`src/rtl/scm_ctrl_pkg.sv`:
```
// Shared types and sizes for the SCM row-access controller.
// The state encoding is shared so the controller and any observers agree on it.
package scm_ctrl_pkg;

    localparam int ROW_ADDR_W = 4;
    localparam int NUM_REQ    = 2;
    localparam int HOLD_CNT_W = 3;

    typedef enum logic [1:0] {
        IDLE    = 2'd0,
        SETUP   = 2'd1,
        STROBE  = 2'd2,
        RECOVER = 2'd3
    } state_t;

endpackage

```
`src/rtl/rr_arbiter_2.sv`:
```
// Two-way round-robin selector: a lone requester always wins, a tie goes to the pointer.
module rr_arbiter_2 (
    input  logic [1:0] req,
    input  logic       ptr,
    output logic [1:0] win
);

    // One-hot winner selection
    always_comb begin
        win = 2'b00;
        case (req)
            2'b01:   win = 2'b01;
            2'b10:   win = 2'b10;
            2'b11:   win = ptr ? 2'b10 : 2'b01;
            default: win = 2'b00;
        endcase
    end

endmodule

```
`src/rtl/scm_row_access_arbiter.sv`:
```
// Arbitrates two requesters onto one SCM row port and sequences the wordline strobe:
// predecoder settle cycle, HOLD_CYCLES of wl_en, then one recovery cycle.
module scm_row_access_arbiter
    import scm_ctrl_pkg::*;
#(
    parameter int HOLD_CYCLES = 2
) (
    input  logic                  clk,
    input  logic                  rst,
    input  logic [1:0]            req,
    input  logic [ROW_ADDR_W-1:0] req0_addr,
    input  logic [ROW_ADDR_W-1:0] req1_addr,
    input  logic                  req0_we,
    input  logic                  req1_we,
    output logic [1:0]            gnt,
    output logic [1:0]            done,
    output logic                  busy,
    output logic [ROW_ADDR_W-1:0] row_addr,
    output logic                  wl_en,
    output logic                  we
);

    localparam logic [HOLD_CNT_W-1:0] HOLD_LOAD = HOLD_CNT_W'(HOLD_CYCLES - 1);

    state_t                  state_q, state_d;
    logic [1:0]              gnt_q, gnt_d;
    logic [1:0]              done_q, done_d;
    logic                    busy_q, busy_d;
    logic [ROW_ADDR_W-1:0]   row_addr_q, row_addr_d;
    logic                    wl_en_q, wl_en_d;
    logic                    we_q, we_d;
    logic [HOLD_CNT_W-1:0]   cnt_q, cnt_d;
    logic                    ptr_q, ptr_d;
    logic                    owner_q, owner_d;
    logic [1:0]              win_s;

    rr_arbiter_2 u_rr (
        .req (req),
        .ptr (ptr_q),
        .win (win_s)
    );

    // Next-state and registered-output computation
    always_comb begin
        state_d    = state_q;
        gnt_d      = 2'b00;
        done_d     = 2'b00;
        busy_d     = 1'b1;
        row_addr_d = row_addr_q;
        wl_en_d    = 1'b0;
        we_d       = we_q;
        cnt_d      = cnt_q;
        ptr_d      = ptr_q;
        owner_d    = owner_q;
        case (state_q)
            IDLE: begin
                if (req != 2'b00) begin
                    state_d = SETUP;
                    gnt_d   = win_s;
                    owner_d = win_s[1];
                    ptr_d   = ~win_s[1];
                    if (win_s[1]) begin
                        row_addr_d = req1_addr;
                        we_d       = req1_we;
                    end else begin
                        row_addr_d = req0_addr;
                        we_d       = req0_we;
                    end
                end else begin
                    busy_d = 1'b0;
                    we_d   = 1'b0;
                end
            end
            SETUP: begin
                state_d = STROBE;
                wl_en_d = 1'b1;
                cnt_d   = HOLD_LOAD;
            end
            STROBE: begin
                if (cnt_q == {HOLD_CNT_W{1'b0}}) begin
                    state_d = RECOVER;
                    done_d  = owner_q ? 2'b10 : 2'b01;
                end else begin
                    cnt_d   = cnt_q - 3'd1;
                    wl_en_d = 1'b1;
                end
            end
            RECOVER: begin
                // Leaving the access: we must read 0 for the whole IDLE cycle
                state_d = IDLE;
                busy_d  = 1'b0;
                we_d    = 1'b0;
            end
            default: begin
                state_d = IDLE;
                busy_d  = 1'b0;
                we_d    = 1'b0;
            end
        endcase
    end

    // State and output registers; reset clears wl_en without waiting for a clock
    always_ff @(posedge clk or posedge rst) begin
        if (rst) begin
            state_q    <= IDLE;
            gnt_q      <= 2'b00;
            done_q     <= 2'b00;
            busy_q     <= 1'b0;
            row_addr_q <= {ROW_ADDR_W{1'b0}};
            wl_en_q    <= 1'b0;
            we_q       <= 1'b0;
            cnt_q      <= {HOLD_CNT_W{1'b0}};
            ptr_q      <= 1'b0;
            owner_q    <= 1'b0;
        end else begin
            state_q    <= state_d;
            gnt_q      <= gnt_d;
            done_q     <= done_d;
            busy_q     <= busy_d;
            row_addr_q <= row_addr_d;
            wl_en_q    <= wl_en_d;
            we_q       <= we_d;
            cnt_q      <= cnt_d;
            ptr_q      <= ptr_d;
            owner_q    <= owner_d;
        end
    end

    assign gnt      = gnt_q;
    assign done     = done_q;
    assign busy     = busy_q;
    assign row_addr = row_addr_q;
    assign wl_en    = wl_en_q;
    assign we       = we_q;

endmodule

```
`config.mk`:
```
export PLATFORM = sky130hd
export DESIGN_NAME = scm_row_access_arbiter
export DESIGN_NICKNAME = d
export VERILOG_FILES = /design/src/rtl/scm_ctrl_pkg.sv /design/src/rtl/rr_arbiter_2.sv /design/src/rtl/scm_row_access_arbiter.sv
export SDC_FILE = /design/constraint.sdc
export NUM_CORES = 1
export LEC_CHECK = 0
export CAP_MARGIN = 20
export CELL_PAD_IN_SITES_DETAIL_PLACEMENT = 1
export CELL_PAD_IN_SITES_GLOBAL_PLACEMENT = 2
export CORE_MARGIN = 3
export CORE_UTILIZATION = 29
export CTS_CLUSTER_SIZE = 10
export DETAILED_ROUTE_END_ITERATION = 8
export GPL_ROUTABILITY_DRIVEN = 0
export HOLD_SLACK_MARGIN = 0.12
export PLACE_DENSITY_LB_ADDON = 0.25
export SLEW_MARGIN = 20
export SYNTH_ARGS = -nofsm -noshare
export SYNTH_HDL_FRONTEND = slang
export SYNTH_SLANG_ARGS = --single-unit
```
`constraint.sdc`:
```
create_clock -name clk -period 1.9 [get_ports clk]
set_clock_uncertainty 0.05 [all_clocks]
set_input_delay 0.38 -clock clk [delete_from_list [all_inputs] [get_ports clk]]
set_output_delay 0.38 -clock clk [all_outputs]
set_load 0.02 [all_outputs]
```
==> run summary <==
TritonCTS built the clock tree. The final layout contains routed wiring with a total length of 1850 µm. Net total in the final layout: 123. The path class of the tightest hold or removal check is in2async. For this block, the via count after detailed routing is 636. Before antenna repair, the detailed router went through 4 iterations. The total clock sinks is 18. STA classifies the critical path endpoint as an output pin. The multi-input combinational cells in the finished layout cover a total of 359 µm². At the pin with the least slew margin, the transition time is 0.308 ns. The per-instance average area after synthesis is 11.9 µm², and the number of global-route vias before repair is 672. Fill cells in the final layout number 315. The tools report the library cell used as clock root buffer as clkbuf_4. Global-route usage over all layers: 0.122. The tools report the nature of the critical path startpoint as a flip-flop.

The number of nets handed over by synthesis was 93. In this design, the largest share of critical-path delay is due to buffers and inverters. In this run the tool buffered the top-level ports with 24 buffer cells. The die height was 60.3 µm. Traced cell by cell, the critical path runs through clkdlybuf4s50_1. The tools report the HPWL after detailed placement as 1450 µm. Of all nets on the critical path, the largest fanout is 2. Synthesis produced 72 cells. The top cell type's share of synthesized area is 0.527.

After clock tree synthesis, the clock-pin slew on the worst setup and hold paths is 0.10 ns. The run gives 1 as the number of H-tree levels. Ranked by instance count, the synthesized netlist is headed by dfrtp_1 (18), inv_1 (8), ha_1 (7). The logs give 0 ns for the setup TNS and 19 for the pin count of the biggest net entering global routing.

The detail route stage leaves a number of antenna-violating nets equal to 0. The per-cell via count in the routed design was 4.85. On the worst path, the slowest cell contributes a delay of 0.63 ns. The leakage power of the design was 0.535 nW. Post-synthesis cell type with the largest combined area: dfrtp_1. Clock tree synthesis inserted a total of 3 buffers.

After detailed routing, the average wire length per cell comes to 14.1 µm. The first global-routing pass estimated 3110 µm of wire. The remaining routing DRC violations came out at 0. Buffers inserted to repair hold after CTS numbered 0. For the summed instance area of the synthesized netlist, the log shows 855 µm².

The buffer and inverter count on the worst path was 1; the share of the yosys chip area belonging to registers was 0.527. The run finished with clean final reports. At the placement stage, the worst setup path has a slack of 0.0376 ns. The fraction of synthesis flops using an asynchronous set or reset pin is 1.00.

The run gives 0.307 as the effective utilization at floorplan. Power spread over the standard cell area amounts to 1560 mW/mm². Number of post-CTS setup repair buffers: 0. Global routing finished with a remaining overflow of 0.

Clock latency on the worst-skew pair, taken at its later pin, is 0.29 ns. During synthesis, Yosys emitted a total of 0 warnings. Yosys attributes the largest share of cell area to dfrtp_1 (53%), ha_1 (10%), a221o_1 (3.5%), inv_1 (3.5%), and2_2 (2.6%). Most frequent cell after synthesis: dfrtp_1.

Setup repair after global routing left no endpoint under its margin. The buffer levels on the longest clock path is 2, and the setup-violating endpoint count in the final report is 0. The master of the slowest instance on the critical path was clkdlybuf4s50_1. The overall die width was 60.3 µm; the required time of the worst setup path was 1.47 ns. For this block, the initial DRC count from the detailed router was 12. The arrival time reported for the critical path endpoint was 1.29 ns. The final non-filler cell total was 131.

The number of hold violations in the final report was 0. Summing all flip-flop and latch instances after layout gives 450 µm². The logs give 0.00363 mm² for the floorplan die area and 0.582 GHz for the top achievable clock speed. After floorplanning, the core was divided into 19 placement rows. The initial antenna violation count was 0; the distinct cell type count of the synthesized netlist was 29. Synthesis inferred 18 register bits. IR analysis of the VDD net gives a maximum drop of 0.820 mV. For this run, the leading register cell type out of synthesis is dfrtp_1.

The share of cells above drive strength 1 was 0.160; the final count of pins violating max slew was 0. In the post-route analysis, the smallest setup slack over all paths is 0.181 ns. 0 antenna diodes ended up in the layout. Summing internal, switching and leakage power gives 1.81 mW. Max-cap violations in this run came to 0. For the tightest slew margin relative to the limit, the log shows 0.793.

The total core area is 0.00278 mm², and the number of flops mapped to enable cells by yosys is 0. Number of gates resized after cts: 0. The fraction of the cycle the final worst path needs is 0.905.

The critical path class is reg2out. The clock period could shrink to 1.72 ns. The number of placed instances, taps included, is 128.

The final cell utilization of the core was 0.418. The I/O pin count was 25; the layout-stage area growth over the synthesis result was 36.2%.
-- power breakdown --
group          total, mW  switching [mW]  internal (mW)  leakage (nW)
clock              0.190           0.117         0.0737        0.0138
sequential         0.640          0.0904          0.549         0.225
combinational      0.983           0.481          0.502         0.296
-- layer usage --
layer | GRT usage | vias to the layer above | part of all wire
met2 | 0.188 | 16 | 0.51
met4 | 0.0665 | 0 | 0.0092
met3 | 0.0410 | 2 | 0.049
met5 | 0 | - | 0
met1 | 0.147 | 307 | 0.43
li1 | - | 311 | -
-- through the flow --
stage / hold WS (ns) / instance area (µm²)
after floorplan: 0.269 / 855
after global routing: 0.341 / 1160
final: 0.347 / 1160
after global placement: 0.393 / 1140
after detailed placement: 0.405 / 1140
after CTS: 0.355 / 1160
-- state kept, by name, summed over array words and instances (netlist names) --
name,cells
row_addr,4
cnt_q,3
done,2
gnt,2
state_q,2
busy,1
owner_q,1
ptr_q,1
we,1
wl_en,1
-- logic make-up after synthesis --
| group | Yosys count | share of synthesized area |
|---|---|---|
| compound gates | 18 | 0.179 |
| fa+ha+maj | 7 | 0.102 |
| buf+inv | 10 | 0.0527 |
| flops | 18 | 0.527 |
| simple gates | 18 | 0.126 |
| mux | 1 | 0.0132 |
-- layout by cell type (no fill, tap or decap), drive strengths merged, types with 2 or more instances in the layout --
master / n
a21o: 2
a221o: 3
and2: 3
and3: 2
buf: 3
clkbuf: 3
clkdlybuf4s50: 24
dfrtp: 18
ha: 7
inv: 8
nand2: 3
nand2b: 2
nor2: 2
nor2b: 3
o21ai: 3
o2bb2ai: 2
-- worst paths after layout --
path | from | endpoint | slack [ns] | cells after the start
max | row_addr[2] | row_addr[2] | 0.18 | 1
min | rst | gnt[1] | 0.35 | 3
max reg2reg | state_q[0] | state_q[1] | 0.27 | 5
min reg2reg | owner_q | done[0] | 0.41 | 1
max in group asynchronous | rst | wl_en | 1.25 | 3
min in group clk | owner_q | done[0] | 0.41 | 1
-- layout make-up --
cell class,count,area share
clock buffers,3,0.0194
inverters,8,0.0258
multi-input cells,44,0.309
flip-flops and latches,18,0.387
well taps,31,0.0333
repair buffers,27,0.226
No activity file was read; power rests on OpenSTA's default activity.
